**src/rtl/mul_pkg.sv**
```systemverilog
// Shared constants for the multiplier-sharing block: operand/product widths
// and the arbiter FSM state encoding.
package mul_pkg;

  localparam int unsigned MUL_W = 4;
  localparam int unsigned P_W   = 8;

  localparam logic [1:0] IDLE = 2'd0;
  localparam logic [1:0] CALC = 2'd1;
  localparam logic [1:0] RESP = 2'd2;

endpackage

```
**src/rtl/mul.sv**
```systemverilog
// Unsigned 4x4 combinational multiplier shared by all requesters.
module mul
  import mul_pkg::*;
(
  input  logic [MUL_W-1:0] a,
  input  logic [MUL_W-1:0] b,
  output logic [P_W-1:0]   p
);

  assign p = P_W'(a) * P_W'(b);

endmodule

```
**src/rtl/rr_arbiter.sv**
```systemverilog
// Combinational round-robin picker: first asserted request at or after ptr,
// wrapping modulo NREQ. Returns a one-hot grant and its encoded index.
module rr_arbiter #(
  parameter int unsigned NREQ = 4,
  parameter int unsigned IDW  = 2
) (
  input  logic [NREQ-1:0] req,
  input  logic [IDW-1:0]  ptr,
  output logic [NREQ-1:0] gnt,
  output logic [IDW-1:0]  idx
);

  logic            found;
  logic [IDW-1:0]  sel;
  int unsigned     pos;

  always_comb begin
    gnt   = '0;
    idx   = '0;
    found = 1'b0;
    sel   = '0;
    pos   = 0;
    for (int unsigned k = 0; k < NREQ; k++) begin
      pos = (int'(ptr) + k) % NREQ;
      sel = IDW'(pos);
      if (!found && req[sel]) begin
        found    = 1'b1;
        gnt[sel] = 1'b1;
        idx      = sel;
      end
    end
  end

endmodule

```
**src/rtl/mul_share_arbiter.sv**
```systemverilog
// Shares one 4x4 multiplier among NREQ requesters: round-robin accept in IDLE,
// one cycle of multiply in CALC, registered product held in RESP until taken.
module mul_share_arbiter
  import mul_pkg::*;
#(
  parameter int unsigned NREQ = 4,
  parameter int unsigned IDW  = 2
) (
  input  logic                  clk,
  input  logic                  rst,
  input  logic [NREQ-1:0]       req_valid,
  output logic [NREQ-1:0]       req_ready,
  input  logic [MUL_W*NREQ-1:0] req_a,
  input  logic [MUL_W*NREQ-1:0] req_b,
  output logic [NREQ-1:0]       rsp_valid,
  input  logic [NREQ-1:0]       rsp_ready,
  output logic [P_W-1:0]        rsp_p,
  output logic [IDW-1:0]        rsp_id,
  output logic                  busy
);

  logic [1:0]       state_q, state_d;
  logic [IDW-1:0]   rr_ptr_q, rr_ptr_d;
  logic [IDW-1:0]   id_q, id_d;
  logic [MUL_W-1:0] a_q, a_d, b_q, b_d;
  logic [P_W-1:0]   rsp_p_q;
  logic [IDW-1:0]   rsp_id_q;
  logic [P_W-1:0]   prod;
  logic [NREQ-1:0]  gnt;
  logic [IDW-1:0]   gnt_idx;

  rr_arbiter #(
    .NREQ (NREQ),
    .IDW  (IDW)
  ) u_rr_arbiter (
    .req (req_valid),
    .ptr (rr_ptr_q),
    .gnt (gnt),
    .idx (gnt_idx)
  );

  mul u_mul (
    .a (a_q),
    .b (b_q),
    .p (prod)
  );

  always_comb begin
    state_d   = state_q;
    rr_ptr_d  = rr_ptr_q;
    id_d      = id_q;
    a_d       = a_q;
    b_d       = b_q;
    req_ready = '0;
    rsp_valid = '0;
    case (state_q)
      IDLE: begin
        // Grant is masked while reset is held so req_ready reads 0 in reset.
        if (!rst) begin
          req_ready = gnt;
        end
        if (|gnt) begin
          state_d  = CALC;
          id_d     = gnt_idx;
          rr_ptr_d = (gnt_idx == IDW'(NREQ - 1)) ? '0 : gnt_idx + 1'b1;
          for (int unsigned i = 0; i < NREQ; i++) begin
            if (gnt[i]) begin
              a_d = req_a[i*MUL_W +: MUL_W];
              b_d = req_b[i*MUL_W +: MUL_W];
            end
          end
        end
      end
      CALC: begin
        state_d = RESP;
      end
      RESP: begin
        rsp_valid[rsp_id_q] = 1'b1;
        if (rsp_ready[rsp_id_q]) begin
          state_d = IDLE;
        end
      end
      default: begin
        state_d = IDLE;
      end
    endcase
  end

  always_ff @(posedge clk or posedge rst) begin
    if (rst) begin
      state_q  <= IDLE;
      rr_ptr_q <= '0;
      id_q     <= '0;
      a_q      <= '0;
      b_q      <= '0;
      rsp_p_q  <= '0;
      rsp_id_q <= '0;
    end else begin
      state_q  <= state_d;
      rr_ptr_q <= rr_ptr_d;
      id_q     <= id_d;
      a_q      <= a_d;
      b_q      <= b_d;
      if (state_q == CALC) begin
        rsp_p_q  <= prod;
        rsp_id_q <= id_q;
      end
    end
  end

  assign rsp_p  = rsp_p_q;
  assign rsp_id = rsp_id_q;
  assign busy   = (state_q != IDLE);

endmodule

```
**config.mk**
```make
export PLATFORM = sky130hd
export DESIGN_NAME = mul_share_arbiter
export DESIGN_NICKNAME = d
export VERILOG_FILES = /design/src/rtl/mul_pkg.sv /design/src/rtl/mul.sv /design/src/rtl/rr_arbiter.sv /design/src/rtl/mul_share_arbiter.sv
export SDC_FILE = /design/constraint.sdc
export NUM_CORES = 1
export LEC_CHECK = 0
export CORE_MARGIN = 2
export CORE_UTILIZATION = 48
export CTS_CLUSTER_DIAMETER = 150
export DETAILED_ROUTE_END_ITERATION = 8
export GPL_ROUTABILITY_DRIVEN = 0
export PLACE_DENSITY_LB_ADDON = 0.3
export SYNTH_ARGS = -nofsm -noshare
export SYNTH_HDL_FRONTEND = slang
export SYNTH_HIERARCHICAL = 1
export SYNTH_SLANG_ARGS = --single-unit
export TNS_END_PERCENT = 20
```
**constraint.sdc**
```tcl
create_clock -name clk -period 3.8 [get_ports clk]
set_input_delay 0.57 -clock clk [delete_from_list [all_inputs] [get_ports clk]]
set_output_delay 0.57 -clock clk [all_outputs]
set_load 0.1 [all_outputs]
```
==> key figures, run 1 <==
Timing
  – Worst hold slack: 0.506 ns
  – # setup viols final: 0
  – Final worst-path cycle share: 93.2%
  – Max_slew headroom: 34.3%
  – RSZ-0062 raised after global routing: false
  – Max Clk Rate: between 200 and 300 MHz
  – Final Hold Fails: 0
  – Max Slew Vio Count: 0
  – Slew @ Worst Pin: 0.983 ns
  – Layout Skew: 0.00221 ns
  – Setup TNS: 0 ns
  – Tmin final: 3.54 ns

Clock network
  – CTS Buffer Depth: 2
  – CTS sink count: 24
  – CTS root buf: clkbuf_8
  – Hold bufs inserted after CTS: 0
  – H-tree level count: 1
  – CTS tree: yes
  – Post-CTS sizing: 0
  – Clk pin slew, worst setup/hold paths: 0.08 ns
  – Worst skew pair latency: 0.27 ns
  – TritonCTS Buffers: 3
  – Postcts setup bufs: 0

Floorplanning
  – Row count: 24
  – Die area: 5020 sq um
  – Width of the die: 70.8 microns
  – I/O pins: 61
  – Core ar.: 4320 sq um
  – Die span in y: 70.8 microns
  – Initial cell density of the core: 49.6%

Yosys
  – Top cell type's share of synthesized area: 28.0%
  – Ys Warns: 6
  – Post-synth EDFFs: 0
  – Yosys reg bits: 24
  – Area leader, netlist: dfrtp_1
  – Syn_area_per_cell: a little over 10 sq um
  – Sequential fraction of the synthesis area: ~28%
  – Syn_nets: 274
  – Mapped cell area: approximately 2100 sq um
  – Top post-synthesis cells by area: dfrtp_1, mux2_2, ha_1
  – Synth cell types: 48
  – Post-synth top flop: dfrtp_1
  – Post-Syn Instances: 210
  – Asr flop ratio synth: 100%

Routing
  – ANT nets after route: 0
  – DR vias/cell: 5.66
  – Drt first-iter violations: 45
  – Average wire per standard cell: 13.9 microns
  – Final wirelength: 4.48 mm
  – DRC: 0
  – Vias: ~1800
  – DRT Pass-1 Iters: 4

Global route
  – First-pass GRT wire length: slightly below 8 mm
  – Vias in the first global route: 1730
  – Grt ovf: 0
  – Initial antenna violation count: 0
  – All-Layer GR Usage: a little under a fifth
  – Largest net degree at the start of global routing: 25

Worst hold path
  – Hold depth: 1
  – Hold Path Class: flop to flop
  – Min-delay src: rsp_p[7]$_DFFE_PP0N_

Outcome
  – Outcome: completed

Setup path
  – Setup crit start: req_valid[1]
  – R2R Path Start: rr_ptr_q[1]$_DFFE_PP0P_
  – FF-to-FF path depth: 11
  – Startpoint types: input pin
  – CP Capture Type: output port
  – Critical path data required time: 3.23 ns
  – Critical path fanouts, max: 9
  – Worst EP arrival: 2.97 ns
  – Crit Path Class: input pin to output port

Cells and area
  – Share of layout cells above drive strength 1: around 18%
  – Final #Nets: 336
  – Multi-input logic area: about 1500 sq um
  – Filler cell count: 355
  – # diodes: 0
  – Register area: 601 sq um
  – Syn-to-layout area delta: 35.2%

Placed design
  – I/O Buffers: 60
  – DP HPWL: approximately 3.6 mm

Job
  – # Max-Cap Violations: 0
[metrics by stage]
stage          worst slack [ns]  cells  util [%]  cell area [sq um]
2_1_floorplan           -0.0640    210         -               2160
3_3_place_gp              0.360    319      65.7               2840
3_5_place_dp              0.275    319      65.7               2840
4_1_cts                   0.262    323      67.0               2900
5_1_grt                  0.0882    323      67.0               2900
6_report                  0.259    323      67.0               2900
[logic make-up (layout without fill, tap and decap cells)]
family / after synthesis / after routing / share of synthesized area, %
AO/OA/AOI/OAI: 55 / 55 / 16.6
XOR/XNOR: 3 / 3 / 1.23
flip-flops: 24 / 24 / 28.0
AND/OR/NAND/NOR: 60 / 60 / 17.3
adder cells (fa/ha/maj): 22 / 22 / 14.2
multiplexers: 29 / 29 / 18.1
buffers and inverters: 17 / 78 / 4.44
[Yosys cell counts, types with 2 or more instances]
| cell type | count |
|---|---|
| dfrtp_1 | 24 |
| mux2_2 | 21 |
| ha_1 | 18 |
| and2_1 | 16 |
| nand2_1 | 12 |
| a21oi_1 | 11 |
| nand2b_1 | 10 |
| o211ai_1 | 9 |
| a22oi_1 | 8 |
| a31oi_1 | 8 |
| inv_1 | 7 |
| o21ai_1 | 7 |
| nor2_1 | 6 |
| buf_6 | 4 |
| fa_1 | 4 |
| mux4_2 | 4 |
| nor3_1 | 4 |
| clkbuf_1 | 3 |
| mux2i_1 | 2 |
| nor3b_1 | 2 |
| o21ai_0 | 2 |
| xnor2_1 | 2 |
[flip-flops by register name (all words and copies together), names as in the netlist]
| register | cells |
|---|---|
| id_q | 2 |
| rsp_p | 8 |
| rr_ptr_q | 2 |
| a_q | 4 |
| rsp_id | 2 |
| state_q | 2 |
| b_q | 4 |
[worst paths after layout]
check,endpoint,slack [ns]
hold reg to reg,rsp_p[7]$_DFFE_PP0N_,0.51
setup / recovery,req_ready[3],0.26
max in group asynchronous,rsp_p[3]$_DFFE_PP0N_,2.33
min in group asynchronous,id_q[0]$_DFFE_PP0P_,0.93
setup reg to reg,id_q[0]$_DFFE_PP0P_,0.75
hold / removal,rsp_p[7]$_DFFE_PP0N_,0.51
[worst max-delay path, cell delays in order]
cell	delay, ns
clkdlybuf4s50_1	0.50
mux4_2	0.54
nand2b_4	0.18
nor3_4	0.28
a22oi_1	0.10
o21ai_1	0.15
clkinv_2	0.20
nor3_4	0.26
buf_12	0.20
[routing by layer]
layer  global-route usage (%)  routed length [microns]  vias to the layer above
met2                     31.9                     2210                       65
li1                         -                        -                      906
met5                        0                        0                        -
met4                     7.13                       72                        0
met3                     2.56                      256                        5
met1                     25.6                     1940                      852
[cell type report]
type | instances | share of cell area (%)
Clock buffer | 4 | 1.90
Multi-Input combinational cell | 169 | 50.5
Inverter | 9 | 1.21
Tap cell | 52 | 2.25
Sequential cell | 24 | 20.7
Timing Repair Buffer | 65 | 23.4
[placed cells by master, fill, tap and decap left out, types with 2 or more instances in the layout]
| master | instances |
|---|---|
| clkdlybuf4s50_1 | 56 |
| dfrtp_1 | 24 |
| mux2_2 | 21 |
| ha_1 | 18 |
| and2_1 | 16 |
| nand2_1 | 12 |
| a21oi_1 | 11 |
| nand2b_1 | 10 |
| o211ai_1 | 9 |
| a31oi_1 | 8 |
| a22oi_1 | 8 |
| inv_1 | 7 |
| o21ai_1 | 7 |
| nor2_1 | 6 |
| buf_4 | 5 |
| mux4_2 | 4 |
| clkbuf_8 | 4 |
| buf_12 | 4 |
| fa_1 | 4 |
| nor3_1 | 3 |
| nor3_4 | 2 |
| o21ai_0 | 2 |
| xnor2_1 | 2 |
| mux2i_1 | 2 |
Power of run 1 is not shown: default switching activity piles up to over one toggle a cycle in this logic, so the estimate is an artifact.
==> run 2: changes to the inputs <==
SETUP_SLACK_MARGIN = 0.4   (was unset)
==> key figures, run 2 (synthesized netlist as in run 1, its figures left out) <==
Outcome
  – Outcome: completed

Timing
  – Layout Skew: 0.00352 ns (+0.00130 ns)
  – # setup viols final: 0 (unchanged)
  – Final Hold Fails: 0 (unchanged)
  – Slew @ Worst Pin: 0.983 ns (unchanged)
  – Max Slew Vio Count: 0 (unchanged)
  – Tmin final: 3.34 ns (-0.202 ns)
  – Max Clk Rate: 300 MHz (+6.0%)
  – Final worst-path cycle share: 87.9% (-5.3 points)
  – RSZ-0062 raised after global routing: false
  – Max_slew headroom: 34.3% (unchanged)

Worst hold path
  – Hold Path End: rsp_p[7]$_DFFE_PP0N_
  – Min-delay src: rsp_p[7]$_DFFE_PP0N_
  – Hold Path Class: flop to flop
  – Hold depth: 1 (unchanged)

Routing
  – ANT nets after route: 0 (unchanged)
  – Drt first-iter violations: 68 (+51%)
  – Average wire per standard cell: 14.3 microns (+3.0%)
  – Final wirelength: 4.73 mm (+5.6%)
  – DRT Pass-1 Iters: 4 (unchanged)
  – DRC: 0 (unchanged)
  – Vias: 1902 (+4.0%)
  – DR vias/cell: 5.75 (+1.5%)

Job
  – # Max-Cap Violations: 0 (unchanged)

Global route
  – Vias in the first global route: 1730 (unchanged)
  – All-Layer GR Usage: 19.3% (+0.15 points)
  – Initial antenna violation count: 0 (unchanged)
  – Largest net degree at the start of global routing: 25 (unchanged)
  – Grt ovf: 0 (unchanged)
  – First-pass GRT wire length: 7.93 mm (+0.79%)

Clock network
  – H-tree level count: 1 (unchanged)
  – CTS root buf: clkbuf_8
  – Clk pin slew, worst setup/hold paths: 0.08 ns (about the same)
  – Worst skew pair latency: 0.27 ns (about the same)
  – CTS tree: yes
  – TritonCTS Buffers: 3 (unchanged)
  – Hold bufs inserted after CTS: 0 (unchanged)
  – CTS sink count: 24 (unchanged)
  – CTS Buffer Depth: 2 (unchanged)

Cells and area
  – Final #Nets: 344 (+2.4%)
  – Most frequent cells in the layout: clkdlybuf4s50_1, dfrtp_1, mux2_2, ha_1, and2_1
  – Fin util: 68.5% (+1.5 points)
  – Final instance area: 2960 sq um (+2.3%)
  – # diodes: 0 (unchanged)
  – Most common cell after layout, fill and taps aside: clkdlybuf4s50_1
  – Number of flip-flops in the largest register: 8 (unchanged)
  – Syn-to-layout area delta: 38.3%
  – Share of layout cells above drive strength 1: 20.8% (+2.7 points)

Floorplanning
  – Die area: 5020 sq um (unchanged)
  – I/O pins: 61 (unchanged)
  – Core ar.: 4320 sq um (unchanged)
  – Initial cell density of the core: 49.6% (unchanged)
  – Width of the die: 70.8 microns (unchanged)
  – Die span in y: 70.8 microns (unchanged)
  – Row count: 24 (unchanged)

Setup path
  – Startpoint types: input pin
  – Setup crit start: req_valid[3]
  – RR Endpoint: id_q[0]$_DFFE_PP0P_
  – Critical path fanouts, max: 7 (-2)
  – Crit Path Class: input pin to output port
  – FF-to-FF path depth: 10 (-1)
  – Register-to-register setup slack: 0.65 ns (-0.10 ns)
  – Critical path data required time: 3.23 ns (about the same)
  – R2R Path Start: rr_ptr_q[1]$_DFFE_PP0P_
  – Worst EP arrival: 2.77 ns (-0.20 ns)
  – CP Capture Type: output port

Placed design
  – Area after detailed placement: 2840 sq um (unchanged)
  – DP HPWL: 3.64 mm (unchanged)
  – I/O Buffers: 60 (unchanged)
run 2: layer usage:
layer,GRT usage [%],wire length [microns],share of wire (%)
met1,26.0,2020,43
met2,31.9,2360,50
met3,2.56,268,5.7
met4,7.13,87,1.8
met5,0,0,0
run 2: cell type report:
cell class / count / area, sq um
Clock buffer: 4 / 55.1
Fill cell: 341 / 1360
Inverter: 9 / 35.0
Multi-Input combinational cell: 169 / 1470
Sequential cell: 24 / 601
Tap cell: 52 / 65.1
Timing Repair Buffer: 73 / 741
run 2: worst max path at each step:
stage / end / slack, ns / cells past startpoint
2_1_floorplan: rsp_valid[2] / -0.06 / 1
6_report: req_ready[2] / 0.46 / 8
3_3_place_gp: req_ready[3] / 0.36 / 9
4_1_cts: req_ready[3] / 0.36 / 9
3_5_place_dp: req_ready[3] / 0.27 / 9
5_1_grt: req_ready[3] / 0.35 / 9
run 2: critical path, stage by stage:
cell and delay [ns]:
clkdlybuf4s50_1 0.50, mux4_2 0.61, nor3_4 0.31, buf_4 0.16, a22oi_1 0.05, o21ai_1 0.16, and2_1 0.22, buf_12 0.18
run 2: repair_timing:
item / 4_1_cts / 5_1_grt
endpoints found under the setup margin: 2 / 3
gates cloned: 0 / 0
setup buffers: 2 / 6
endpoints found under the hold margin: 0 / 0
pin swaps: 0 / 1
resized for setup: 0 / 2
run 2: stage by stage:
step                TNS (ns)  hold WS (ns)  std cells  setup WS (ns)
CTS                        0         0.512        325          0.362
global route               0         0.524        331          0.350
finish                     0         0.506        331          0.461
global placement           0         0.487        319          0.360
floorplan             -0.115         0.477        210        -0.0640
detailed placement         0         0.493        319          0.275
Power of run 2 is left out for the same reason.
